### src/rtl/coherence_bus_ctrl_if.sv
// Bundle of core-side, snoop and RAM signals around the coherence controller.
// Handshake: a requester holds its request (iREN/dREN/dWEN/cctrans) and
// address/data stable while its wait bit is 1; a word completes in the cycle
// its wait bit reads 0, which is exactly the cycle RAM reports ACCESS.
interface coherence_bus_ctrl_if;
    logic [1:0]  iREN;
    logic [63:0] iaddr;
    logic [1:0]  iwait;
    logic [63:0] iload;
    logic [1:0]  dREN;
    logic [1:0]  dWEN;
    logic [63:0] daddr;
    logic [63:0] dstore;
    logic [1:0]  cctrans;
    logic [1:0]  ccwrite;
    logic [1:0]  dwait;
    logic [63:0] dload;
    logic [1:0]  ccwait;
    logic [1:0]  ccinv;
    logic [63:0] ccsnoopaddr;
    logic        ramREN;
    logic        ramWEN;
    logic [31:0] ramaddr;
    logic [31:0] ramstore;
    logic [31:0] ramload;
    logic [1:0]  ramstate;
    logic [2:0]  dbg_state;
    logic        dbg_rr;

    modport master (
        input  iREN, iaddr, dREN, dWEN, daddr, dstore, cctrans, ccwrite,
               ramload, ramstate,
        output iwait, iload, dwait, dload, ccwait, ccinv, ccsnoopaddr,
               ramREN, ramWEN, ramaddr, ramstore, dbg_state, dbg_rr
    );

    modport slave (
        output iREN, iaddr, dREN, dWEN, daddr, dstore, cctrans, ccwrite,
               ramload, ramstate,
        input  iwait, iload, dwait, dload, ccwait, ccinv, ccsnoopaddr,
               ramREN, ramWEN, ramaddr, ramstore, dbg_state, dbg_rr
    );
endinterface

### src/rtl/coherence_bus_ctrl.sv
// Two-core coherence/memory controller: arbitrates the single-ported RAM,
// sequences snoops and performs dirty cache-to-cache transfers with writeback.
module coherence_bus_ctrl #(
    parameter int SNOOP_LAT = 2,
    parameter int BLK_WORDS = 2
) (
    input logic                  CLK,
    input logic                  RST,
    coherence_bus_ctrl_if.master bus
);
    localparam int WC_W = $clog2(BLK_WORDS + 1);
    localparam int SC_W = $clog2(SNOOP_LAT + 1);

    typedef enum logic [2:0] {
        IDLE   = 3'd0,
        WB     = 3'd1,
        SNOOP  = 3'd2,
        C2C    = 3'd3,
        LOAD   = 3'd4,
        IFETCH = 3'd5
    } state_t;

    state_t          state, state_nx;
    logic            rr, rr_nx;
    logic            g, g_nx;
    logic [31:0]     base, base_nx;
    logic [WC_W-1:0] wcnt, wcnt_nx;
    logic [SC_W-1:0] scnt, scnt_nx;

    logic            o;
    logic            access;
    logic            last_word;
    logic [1:0]      wb_pick, sn_pick, if_pick;
    logic            gsel;
    logic [31:0]     gsel_daddr;

    // Select core c's 32-bit lane from a packed two-core bus.
    function automatic logic [31:0] lane(input logic [63:0] v, input logic c);
        return c ? v[63:32] : v[31:0];
    endfunction

    // Place a word into core c's lane, other lane zero.
    function automatic logic [63:0] put(input logic [31:0] w, input logic c);
        return c ? {w, 32'd0} : {32'd0, w};
    endfunction

    // Round-robin pick within one request class: {valid, core}.
    function automatic logic [1:0] pick(input logic [1:0] req, input logic r);
        if (req[r])       return {1'b1, r};
        else if (req[~r]) return {1'b1, ~r};
        else              return 2'b00;
    endfunction

    assign o          = ~g;
    assign access     = (bus.ramstate == 2'b10);
    assign last_word  = (wcnt == WC_W'(BLK_WORDS - 1));
    // Writebacks outrank coherence requests, which outrank instruction fetches.
    assign wb_pick    = pick(bus.dWEN & ~bus.cctrans, rr);
    assign sn_pick    = pick(bus.cctrans & ~bus.dWEN, rr);
    assign if_pick    = pick(bus.iREN, rr);
    assign gsel       = wb_pick[1] ? wb_pick[0] :
                        sn_pick[1] ? sn_pick[0] : if_pick[0];
    assign gsel_daddr = lane(bus.daddr, gsel);
    assign bus.dbg_state = state;
    assign bus.dbg_rr    = rr;

    // State and transaction-context registers.
    always_ff @(posedge CLK) begin
        if (RST) begin
            state <= IDLE;
            rr    <= 1'b0;
            g     <= 1'b0;
            base  <= 32'd0;
            wcnt  <= '0;
            scnt  <= '0;
        end else begin
            state <= state_nx;
            rr    <= rr_nx;
            g     <= g_nx;
            base  <= base_nx;
            wcnt  <= wcnt_nx;
            scnt  <= scnt_nx;
        end
    end

    // Next-state and all bus outputs; BUSY/ERROR simply keeps the current state.
    always_comb begin
        state_nx        = state;
        rr_nx           = rr;
        g_nx            = g;
        base_nx         = base;
        wcnt_nx         = wcnt;
        scnt_nx         = scnt;
        bus.iwait       = 2'b11;
        bus.dwait       = 2'b11;
        bus.iload       = 64'd0;
        bus.dload       = 64'd0;
        bus.ccwait      = 2'b00;
        bus.ccinv       = 2'b00;
        bus.ccsnoopaddr = 64'd0;
        bus.ramREN      = 1'b0;
        bus.ramWEN      = 1'b0;
        bus.ramaddr     = 32'd0;
        bus.ramstore    = 32'd0;

        case (state)
            IDLE: begin
                wcnt_nx = '0;
                scnt_nx = '0;
                if (wb_pick[1] || sn_pick[1] || if_pick[1]) begin
                    state_nx = wb_pick[1] ? WB : (sn_pick[1] ? SNOOP : IFETCH);
                    g_nx     = gsel;
                    rr_nx    = ~gsel;
                    base_nx  = gsel_daddr & 32'hFFFF_FFF8;
                end
            end
            WB: begin
                bus.ramWEN   = bus.dWEN[g];
                bus.ramaddr  = lane(bus.daddr, g);
                bus.ramstore = lane(bus.dstore, g);
                bus.dwait[g] = ~access;
            end
            SNOOP: begin
                bus.ccwait[o]   = 1'b1;
                bus.ccinv[o]    = bus.ccwrite[g];
                bus.ccsnoopaddr = put(base, o);
                if (scnt == SC_W'(SNOOP_LAT - 1)) begin
                    scnt_nx = '0;
                    if (bus.cctrans[o]) begin
                        state_nx = C2C;
                    end else if (bus.dREN[g]) begin
                        state_nx = LOAD;
                    end else begin
                        // Invalidate-only: acknowledge the requester and finish.
                        state_nx     = IDLE;
                        bus.dwait[g] = 1'b0;
                    end
                end else begin
                    scnt_nx = scnt + 1'b1;
                end
            end
            C2C: begin
                bus.ccwait[o]   = 1'b1;
                bus.ccsnoopaddr = put(base, o);
                bus.ramWEN      = 1'b1;
                bus.ramaddr     = lane(bus.daddr, o);
                bus.ramstore    = lane(bus.dstore, o);
                bus.dload       = put(lane(bus.dstore, o), g);
                bus.dwait[g]    = ~access;
                bus.dwait[o]    = ~access;
            end
            LOAD: begin
                bus.ccwait[o]   = 1'b1;
                bus.ccsnoopaddr = put(base, o);
                bus.ramREN      = 1'b1;
                bus.ramaddr     = lane(bus.daddr, g);
                bus.dload       = put(bus.ramload, g);
                bus.dwait[g]    = ~access;
            end
            IFETCH: begin
                bus.ramREN   = 1'b1;
                bus.ramaddr  = lane(bus.iaddr, g);
                bus.iload    = put(bus.ramload, g);
                bus.iwait[g] = ~access;
                if (access) state_nx = IDLE;
            end
            default: state_nx = IDLE;
        endcase

        // Block transfers count RAM ACCESS cycles until the block is done.
        if ((state == WB || state == C2C || state == LOAD) && access) begin
            if (last_word) begin
                state_nx = IDLE;
                wcnt_nx  = '0;
            end else begin
                wcnt_nx = wcnt + 1'b1;
            end
        end
    end
endmodule
### src/flat_wrapper.sv
// flat-port wrapper written by rule: the top's interface ports become plain ports
module coherence_bus_ctrl_flat 
#(
    parameter int SNOOP_LAT = 2,
    parameter int BLK_WORDS = 2
)
  (CLK, RST, bus_iREN, bus_iaddr, bus_dREN, bus_dWEN, bus_daddr, bus_dstore, bus_cctrans, bus_ccwrite, bus_ramload, bus_ramstate, bus_iwait, bus_iload, bus_dwait, bus_dload, bus_ccwait, bus_ccinv, bus_ccsnoopaddr, bus_ramREN, bus_ramWEN, bus_ramaddr, bus_ramstore, bus_dbg_state, bus_dbg_rr);
  coherence_bus_ctrl_if bus_i ();
  input logic CLK;
  input logic RST;
  input wire logic [$bits(bus_i.iREN)-1:0] bus_iREN;
  input wire logic [$bits(bus_i.iaddr)-1:0] bus_iaddr;
  input wire logic [$bits(bus_i.dREN)-1:0] bus_dREN;
  input wire logic [$bits(bus_i.dWEN)-1:0] bus_dWEN;
  input wire logic [$bits(bus_i.daddr)-1:0] bus_daddr;
  input wire logic [$bits(bus_i.dstore)-1:0] bus_dstore;
  input wire logic [$bits(bus_i.cctrans)-1:0] bus_cctrans;
  input wire logic [$bits(bus_i.ccwrite)-1:0] bus_ccwrite;
  input wire logic [$bits(bus_i.ramload)-1:0] bus_ramload;
  input wire logic [$bits(bus_i.ramstate)-1:0] bus_ramstate;
  output wire logic [$bits(bus_i.iwait)-1:0] bus_iwait;
  output wire logic [$bits(bus_i.iload)-1:0] bus_iload;
  output wire logic [$bits(bus_i.dwait)-1:0] bus_dwait;
  output wire logic [$bits(bus_i.dload)-1:0] bus_dload;
  output wire logic [$bits(bus_i.ccwait)-1:0] bus_ccwait;
  output wire logic [$bits(bus_i.ccinv)-1:0] bus_ccinv;
  output wire logic [$bits(bus_i.ccsnoopaddr)-1:0] bus_ccsnoopaddr;
  output wire logic [$bits(bus_i.ramREN)-1:0] bus_ramREN;
  output wire logic [$bits(bus_i.ramWEN)-1:0] bus_ramWEN;
  output wire logic [$bits(bus_i.ramaddr)-1:0] bus_ramaddr;
  output wire logic [$bits(bus_i.ramstore)-1:0] bus_ramstore;
  output wire logic [$bits(bus_i.dbg_state)-1:0] bus_dbg_state;
  output wire logic [$bits(bus_i.dbg_rr)-1:0] bus_dbg_rr;
  assign bus_i.iREN = bus_iREN;
  assign bus_i.iaddr = bus_iaddr;
  assign bus_i.dREN = bus_dREN;
  assign bus_i.dWEN = bus_dWEN;
  assign bus_i.daddr = bus_daddr;
  assign bus_i.dstore = bus_dstore;
  assign bus_i.cctrans = bus_cctrans;
  assign bus_i.ccwrite = bus_ccwrite;
  assign bus_i.ramload = bus_ramload;
  assign bus_i.ramstate = bus_ramstate;
  assign bus_iwait = bus_i.iwait;
  assign bus_iload = bus_i.iload;
  assign bus_dwait = bus_i.dwait;
  assign bus_dload = bus_i.dload;
  assign bus_ccwait = bus_i.ccwait;
  assign bus_ccinv = bus_i.ccinv;
  assign bus_ccsnoopaddr = bus_i.ccsnoopaddr;
  assign bus_ramREN = bus_i.ramREN;
  assign bus_ramWEN = bus_i.ramWEN;
  assign bus_ramaddr = bus_i.ramaddr;
  assign bus_ramstore = bus_i.ramstore;
  assign bus_dbg_state = bus_i.dbg_state;
  assign bus_dbg_rr = bus_i.dbg_rr;
  coherence_bus_ctrl #(.SNOOP_LAT(SNOOP_LAT), .BLK_WORDS(BLK_WORDS)) u_core (.CLK(CLK), .RST(RST), .bus(bus_i));
endmodule
### config.mk
export PLATFORM = sky130hd
export DESIGN_NAME = coherence_bus_ctrl_flat
export DESIGN_NICKNAME = d
export VERILOG_FILES = /design/src/rtl/coherence_bus_ctrl_if.sv /design/src/rtl/coherence_bus_ctrl.sv /design/src/flat_wrapper.sv
export SDC_FILE = /design/constraint.sdc
export NUM_CORES = 1
export LEC_CHECK = 0
export ABC_AREA = 1
export ABC_CLOCK_PERIOD_IN_PS = 1600
export CORE_AREA = 2 2 197 199
export CTS_CLUSTER_SIZE = 28
export DETAILED_ROUTE_END_ITERATION = 8
export DIE_AREA = 0 0 199 201
export HOLD_SLACK_MARGIN = 0.15
export PLACE_DENSITY_LB_ADDON = 0.1
export SLEW_MARGIN = 20
export SYNTH_ARGS = -nofsm -noshare
export SYNTH_HDL_FRONTEND = slang
export SYNTH_SLANG_ARGS = --single-unit
### constraint.sdc
create_clock -name CLK -period 1.6 [get_ports CLK]
set_input_delay 0.24 -clock CLK [delete_from_list [all_inputs] [get_ports CLK]]
set_output_delay 0.24 -clock CLK [all_outputs]
set_load 0.01 [all_outputs]
==> impl_metrics.ini, run 1 <==
[outcome]
status = finished, violations left
violations = negative setup slack

[timing]
hold_viol = 0
fin_skew_ns = 0.00868
rsz0062_at_grt = true
setup_slack_ns = -0.555
period_share_pct = 135
clock.fmax_mhz = 464
maxSlewViolCount = 0
tns_ns = -106.13
setup_viol = 296
period_minus_slack_ns = 2.16

[clock_network]
clock_latency_ns = 0.28
h-tree-depth = 2
hold_buffers = 0
numCtsBuffers = 5
clkTransAtPathRegs_ns = 0.06
clock_path_buffers = 2
cts_tree = yes
cts_root_buffer = clkbuf_16
cts.sinks = 38

[global_routing]
grt.total_usage_pct = 21.1
antenna_found_initial = 3
grt_max_degree = 35
grt_pass1_wl_um = 63900
grt_overflow = 0
grt_pass1_vias = 10200

[pwr]
leakage_nw = 7.05
power_mw = 11.7
power.density_nw_per_um2 = 759
ir_drop_mv = 0.376

[detailed_routing]
first_pass_iters = 5
vias_per_cell = 4.51
wl_per_cell_um = 20.8
ant_nets = 0
drcViolationCount = 0
drt_iter0_drc = 465
routed_wl_um = 46600
vias = 10100

[floorplan]
die_h_um = 201
die_w_um = 199
initial_core_util_pct = 14.9
io_pins = 508
dieArea_um2 = 40000
rows = 72
coreArea_um2 = 38100

[finish]
fill_cells = 4063
syn_to_final_growth_pct = 171
fin_cells = 2244
drive_above_1_share_pct = 48.9
nNetsFinal = 1962

[critical_path]
reg2reg_slack_ns = -0.32
worstSetupPathType = reg -> out
cp-start-kind = flip-flop
worstPathRequired_ns = 1.36
crit_path_end_kind = primary output
critPathArrivalTime_ns = 1.92
crit_path_max_fanout = 8

[synth]
ys_warn_count = 0
synth.cell_area_um2 = 5680
synth_cell_types = 34
synth_cells = 1022
ys_ff_latch = 38
ys_seq_area_share_pct = 13.4
avgSynthCellArea_um2 = 5.56

[place]
portBuffers = 501
gp_congestion = 0.891
hpwl_um = 34900
dp_cells = 2146

[run]
drv_cap = 0

[hold_path]
hp-class = reg -> reg
==> final timing paths <==
path                            cells past startpoint          endpoint                    start
worst max-delay path                               11  bus_ramstore[12]  u_core.bus.dbg_state[2]
worst max register to register                     11   u_core.base[20]  u_core.bus.dbg_state[2]
worst min-delay path                                2    u_core.wcnt[1]           u_core.wcnt[1]
worst min register to register                      2    u_core.wcnt[1]           u_core.wcnt[1]
==> stage by stage <==
step | instance area [um2] | worst slack [ns] | utilization (%) | hold slack (ns)
3_3_place_gp | 12900 | -0.585 | 33.9 | 0.444
5_1_grt | 15400 | -0.615 | 40.3 | 0.452
6_report | 15400 | -0.555 | 40.3 | 0.442
2_1_floorplan | 5920 | -0.0274 | - | 0.417
4_1_cts | 13400 | -0.537 | 35.3 | 0.442
3_5_place_dp | 12900 | -0.570 | 33.9 | 0.434
==> placed cells by master, fill, tap and decap left out, types with 23 or more instances in the layout <==
cell,instances
clkdlybuf4s50_1,242
buf_4,211
nand2_1,207
buf_2,184
inv_1,112
buf_6,74
nand3_1,71
nor2_1,53
a21oi_1,41
buf_12,40
dfxtp_1,34
nand2_4,33
nor2_4,30
nor2_2,29
nor3_2,29
o32ai_2,23
==> power by group <==
| part | switching [mW] | internal [mW] |
|---|---|---|
| logic | 5.04 | 4.33 |
| clock network | 0.401 | 0.619 |
| registers | 0.129 | 1.14 |
==> cells by family (layout without fill, tap and decap cells) <==
logic type,count (synthesis),after routing,synth area share (%)
AND/OR/NAND/NOR,527,528,38.8
buffers and inverters,227,924,16.6
AO/OA/AOI/OAI,205,205,26.9
flip-flops,38,38,13.4
multiplexers,24,24,4.23
other,1,7,0.0660
==> sequential cells by signal (all words and copies together), names as in the netlist <==
signal,count
u_core.bus.dbg_rr,1
u_core.base,29
u_core.scnt,2
u_core.g,1
u_core.wcnt,2
u_core.bus.dbg_state,3
==> repair_timing <==
item,4_1_cts,5_1_grt
setup endpoints to repair,291,298
buffers inserted,28,47
cloned,8,9
gates resized for setup,876,724
pin swaps,6,18
==> final cells by class <==
class,instances,area (um2),area share (%)
sequential,38,771,5.01
tap,518,648,4.22
clock inverter,1,5.00,0.0326
inverter,128,520,3.39
clock buffer,7,143,0.928
antenna,1,2.50,0.0163
multi-input combinational,763,6110,39.7
timing repair buffer,788,7170,46.7
==> metal layers <==
metal  vias to the layer above  GRT usage (%)  part of all wire [%]
met1                      4838           25.3                    41
li1                       4932              -                     -
met2                       309           39.7                    52
met5                         -              0                 0.049
met4                         4           2.48                   1.2
met3                        32           3.75                   6.0
==> synth_stat cells <==
cell / instances / share of area, %
o311ai_0: 5 / 0.77
o211ai_1: 18 / 2.4
buf_2: 26 / 2.3
conb_1: 1 / 0.066
o221ai_1: 17 / 2.6
a21oi_1: 41 / 3.6
nor3_1: 66 / 5.8
nand2_2: 5 / 0.55
nand4_1: 8 / 0.88
nor2_4: 1 / 0.20
nand2_1: 262 / 17
or2_1: 1 / 0.11
nor2_2: 4 / 0.44
a31oi_1: 10 / 1.1
or2_2: 2 / 0.22
inv_1: 114 / 7.5
o31ai_1: 31 / 4.1
buf_4: 11 / 1.5
o21ai_0: 9 / 0.79
nand3_1: 71 / 6.3
buf_6: 2 / 0.40
dfxtp_1: 38 / 13
o32ai_1: 34 / 5.2
clkbuf_1: 41 / 2.7
o21ai_2: 3 / 0.46
mux2i_1: 24 / 4.2
nor2_1: 107 / 7.1
o211a_1: 1 / 0.18
inv_2: 14 / 0.92
o21bai_1: 1 / 0.13
o311ai_1: 10 / 1.5
buf_1: 19 / 1.3
a21oi_4: 1 / 0.29
o2111ai_1: 24 / 3.7
==> critical path, cell delays in order, from the launching register on <==
cell,delay (ns)
dfxtp_4,0.37
nor2_4,0.13
inv_2,0.06
nor2_4,0.16
nand2_4,0.12
buf_12,0.15
clkinv_8,0.07
buf_16,0.15
buf_6,0.11
nand2_4,0.05
o311ai_2,0.08
buf_2,0.19
No activity file was read; power rests on OpenSTA's default activity.
==> run 2: changes to the inputs <==
--- a/config.mk
+++ b/config.mk
@@ -6,11 +6,12 @@
 export NUM_CORES = 1
 export LEC_CHECK = 0
 export ABC_AREA = 1
-export ABC_CLOCK_PERIOD_IN_PS = 1600
-export CORE_AREA = 2 2 197 199
+export ABC_CLOCK_PERIOD_IN_PS = 2300
+export CORE_AREA = 2 2 196 198
+export CTS_BUF_LIST = sky130_fd_sc_hd__clkbuf_4
 export CTS_CLUSTER_SIZE = 28
 export DETAILED_ROUTE_END_ITERATION = 8
-export DIE_AREA = 0 0 199 201
+export DIE_AREA = 0 0 198 200
 export HOLD_SLACK_MARGIN = 0.15
 export PLACE_DENSITY_LB_ADDON = 0.1
 export SLEW_MARGIN = 20
==> constraint.sdc (replaced) <==
create_clock -name CLK -period 2.3 [get_ports CLK]
set_input_delay 0.345 -clock CLK [delete_from_list [all_inputs] [get_ports CLK]]
set_output_delay 0.345 -clock CLK [all_outputs]
set_load 0.01 [all_outputs]
==> run 2 against run 1 <==
- critical path depth increased by 1
- utilization decreased by 8.3 points
- global-route usage shrank 1.4 points
- worst setup slack improved by 0.46 ns
- the run still ends with negative setup slack left
- register-to-register slack better by 0.76 ns
- non-clock buffer count decreased by 177
- clock skew up 0.017 ns
- die area decreased by 1.0%
- first-iteration DRC count fell by 11%
- total power is 46% lower
- cell count shrank 8.1%
- largest power group unchanged
- combinational power decreased by 46%
==> impl_metrics.ini, run 2 (synthesis gave the netlist of run 1 again) <==
[outcome]
status = finished, violations left
violations = negative setup slack

[floorplan]
die_w_um = 198
io_pins = 508
initial_core_util_pct = 15.2
dieArea_um2 = 39600
rows = 71
coreArea_um2 = 37400
die_h_um = 200

[clock_network]
numCtsBuffers = 5
cts_tree = yes
clock_latency_ns = 0.38
clkTransAtPathRegs_ns = 0.13
h-tree-depth = 2
cts_root_buffer = clkbuf_4
cts.sinks = 38
clock_path_buffers = 2

[detailed_routing]
ant_nets = 0
drcViolationCount = 0
first_pass_iters = 6
routed_wl_um = 41500
wl_per_cell_um = 20.1
vias_per_cell = 4.51
drt_iter0_drc = 415
vias = 9304

[finish]
utilization_pct = 32.1
syn_to_final_growth_pct = 111
drive_above_1_share_pct = 30.4
layout.cells.most_common_list = 242 x clkdlybuf4s50_1, 240 x nand2_1, 112 x inv_1, 102 x nor2_1, 93 x buf_2
regMostFlops = u_core.base
final_common_cell = clkdlybuf4s50_1
nNetsFinal = 1784
largest_register_ffs = 29

[critical_path]
cp-start-kind = flip-flop
worstSetupPathType = reg -> out
worstPathRequired_ns = 1.96
crit_path_max_fanout = 5
crit_path_end_kind = primary output
critPathArrivalTime_ns = 2.05

[timing]
setup_viol = 33
fin_skew_ns = 0.0254
period_minus_slack_ns = 2.40
tns_ns = -1.61
clock.fmax_mhz = 417
maxSlewViolCount = 0
hold_ws_ns = 0.468
rsz0062_at_grt = true
hold_viol = 0
period_share_pct = 104
setup_slack_ns = -0.0971

[place]
gp_congestion = 0.893
hpwl_um = 32700
pre_cts_ws_ns = -0.144
portBuffers = 501

[global_routing]
antenna_found_initial = 5
grt.total_usage_pct = 19.7
grt_max_degree = 49
grt_pass1_vias = 9087
busiest_layer = met2
grt_pass1_wl_um = 58500
grt_use_met1_pct = 24.0
grt_overflow = 0
use_met3_pct = 3.63
met2_usage_pct = 35.6

[pwr]
switching_share_pct = 50.2
power.density_nw_per_um2 = 528
clockPowerShare_pct = 5.9
leakage_nw = 5.52
p_int_mw = 3.15
comb_power_share_pct = 80.3
ir_drop_mv = 0.254
switchingPower_mw = 3.18
power_mw = 6.33
p_seq_share_pct = 13.8

[run]
drv_cap = 0

[hold_path]
hp-class = reg -> reg
run 2: changes by cell type in the layout (fill, tap and decap cells not counted), sizes merged, moves of 4 or more:
cell / previous run / this run
buf: 524 / 212
clkbuf: 17 / 99
dlygate4sd2: 11 / 35
clkdlybuf4s15: 1 / 23
diode: 1 / 5
run 2: power by group through the flow:
stage / Clock, mW / Combinational (mW) / Sequential [mW]
final: 0.371 / 5.08 / 0.875
after global routing: 0.417 / 5.50 / 0.894
after CTS: 0.401 / 4.95 / 0.875
after detailed placement: 0 / 4.93 / 0.887
after global placement: 0 / 4.94 / 0.885
after floorplan: 0 / 2.13 / 0.872
run 2: path summary, 6_finish.rpt:
| kind | start | end | slack (ns) | depth (start not counted) |
|---|---|---|---|---|
| worst max register to register | u_core.bus.dbg_state[2] | u_core.base[26] | 0.44 | 12 |
| worst min-delay path | u_core.wcnt[1] | u_core.wcnt[1] | 0.47 | 2 |
| worst min register to register | u_core.wcnt[1] | u_core.wcnt[1] | 0.47 | 2 |
| worst max-delay path | u_core.bus.dbg_state[2] | bus_ramaddr[1] | -0.1 | 12 |
run 2: layout make-up:
class                   count  area, um2
multi-input cells         762       4650
inverters                 128        502
clock inverters             2       8.76
flip-flops and latches     38        768
repair buffers            611       5370
fillers                  4207      25400
well taps                 511        639
diodes                      5       12.5
clock buffers               6       45.0
run 2: timing repair:
item / 4_1_cts / 5_1_grt
gates cloned: 4 / 2
buffers inserted: 13 / 4
resized for setup: 644 / 417
pin swaps: 0 / 3
hold buffers: 0 / 0
endpoints found under the setup margin: 257 / 232
run 2: critical path, stage by stage (launching register included):
cell       delay [ns]
dfxtp_2          0.38
inv_2            0.05
nor2_4           0.13
nand2_4          0.07
buf_12           0.13
nand2_8          0.08
inv_8            0.04
o21ai_4          0.27
buf_12           0.17
buf_6            0.09
nand2_2          0.04
o2111ai_2        0.06
buf_2            0.16
run 2: per-layer routing:
| metal | part of all wire (%) | vias to the layer above |
|---|---|---|
| met3 | 5.4 | 55 |
| met4 | 2.7 | 0 |
| li1 | - | 4569 |
| met5 | 0 | - |
| met2 | 50 | 302 |
| met1 | 42 | 4378 |
run 2: metrics by stage:
| step | instances | area (um2) |
|---|---|---|
| after floorplan | 1027 | 5700 |
| after global placement | 2028 | 11900 |
| after detailed placement | 2028 | 11900 |
| after CTS | 2053 | 12000 |
| after global routing | 2062 | 12000 |
| final | 2063 | 12000 |
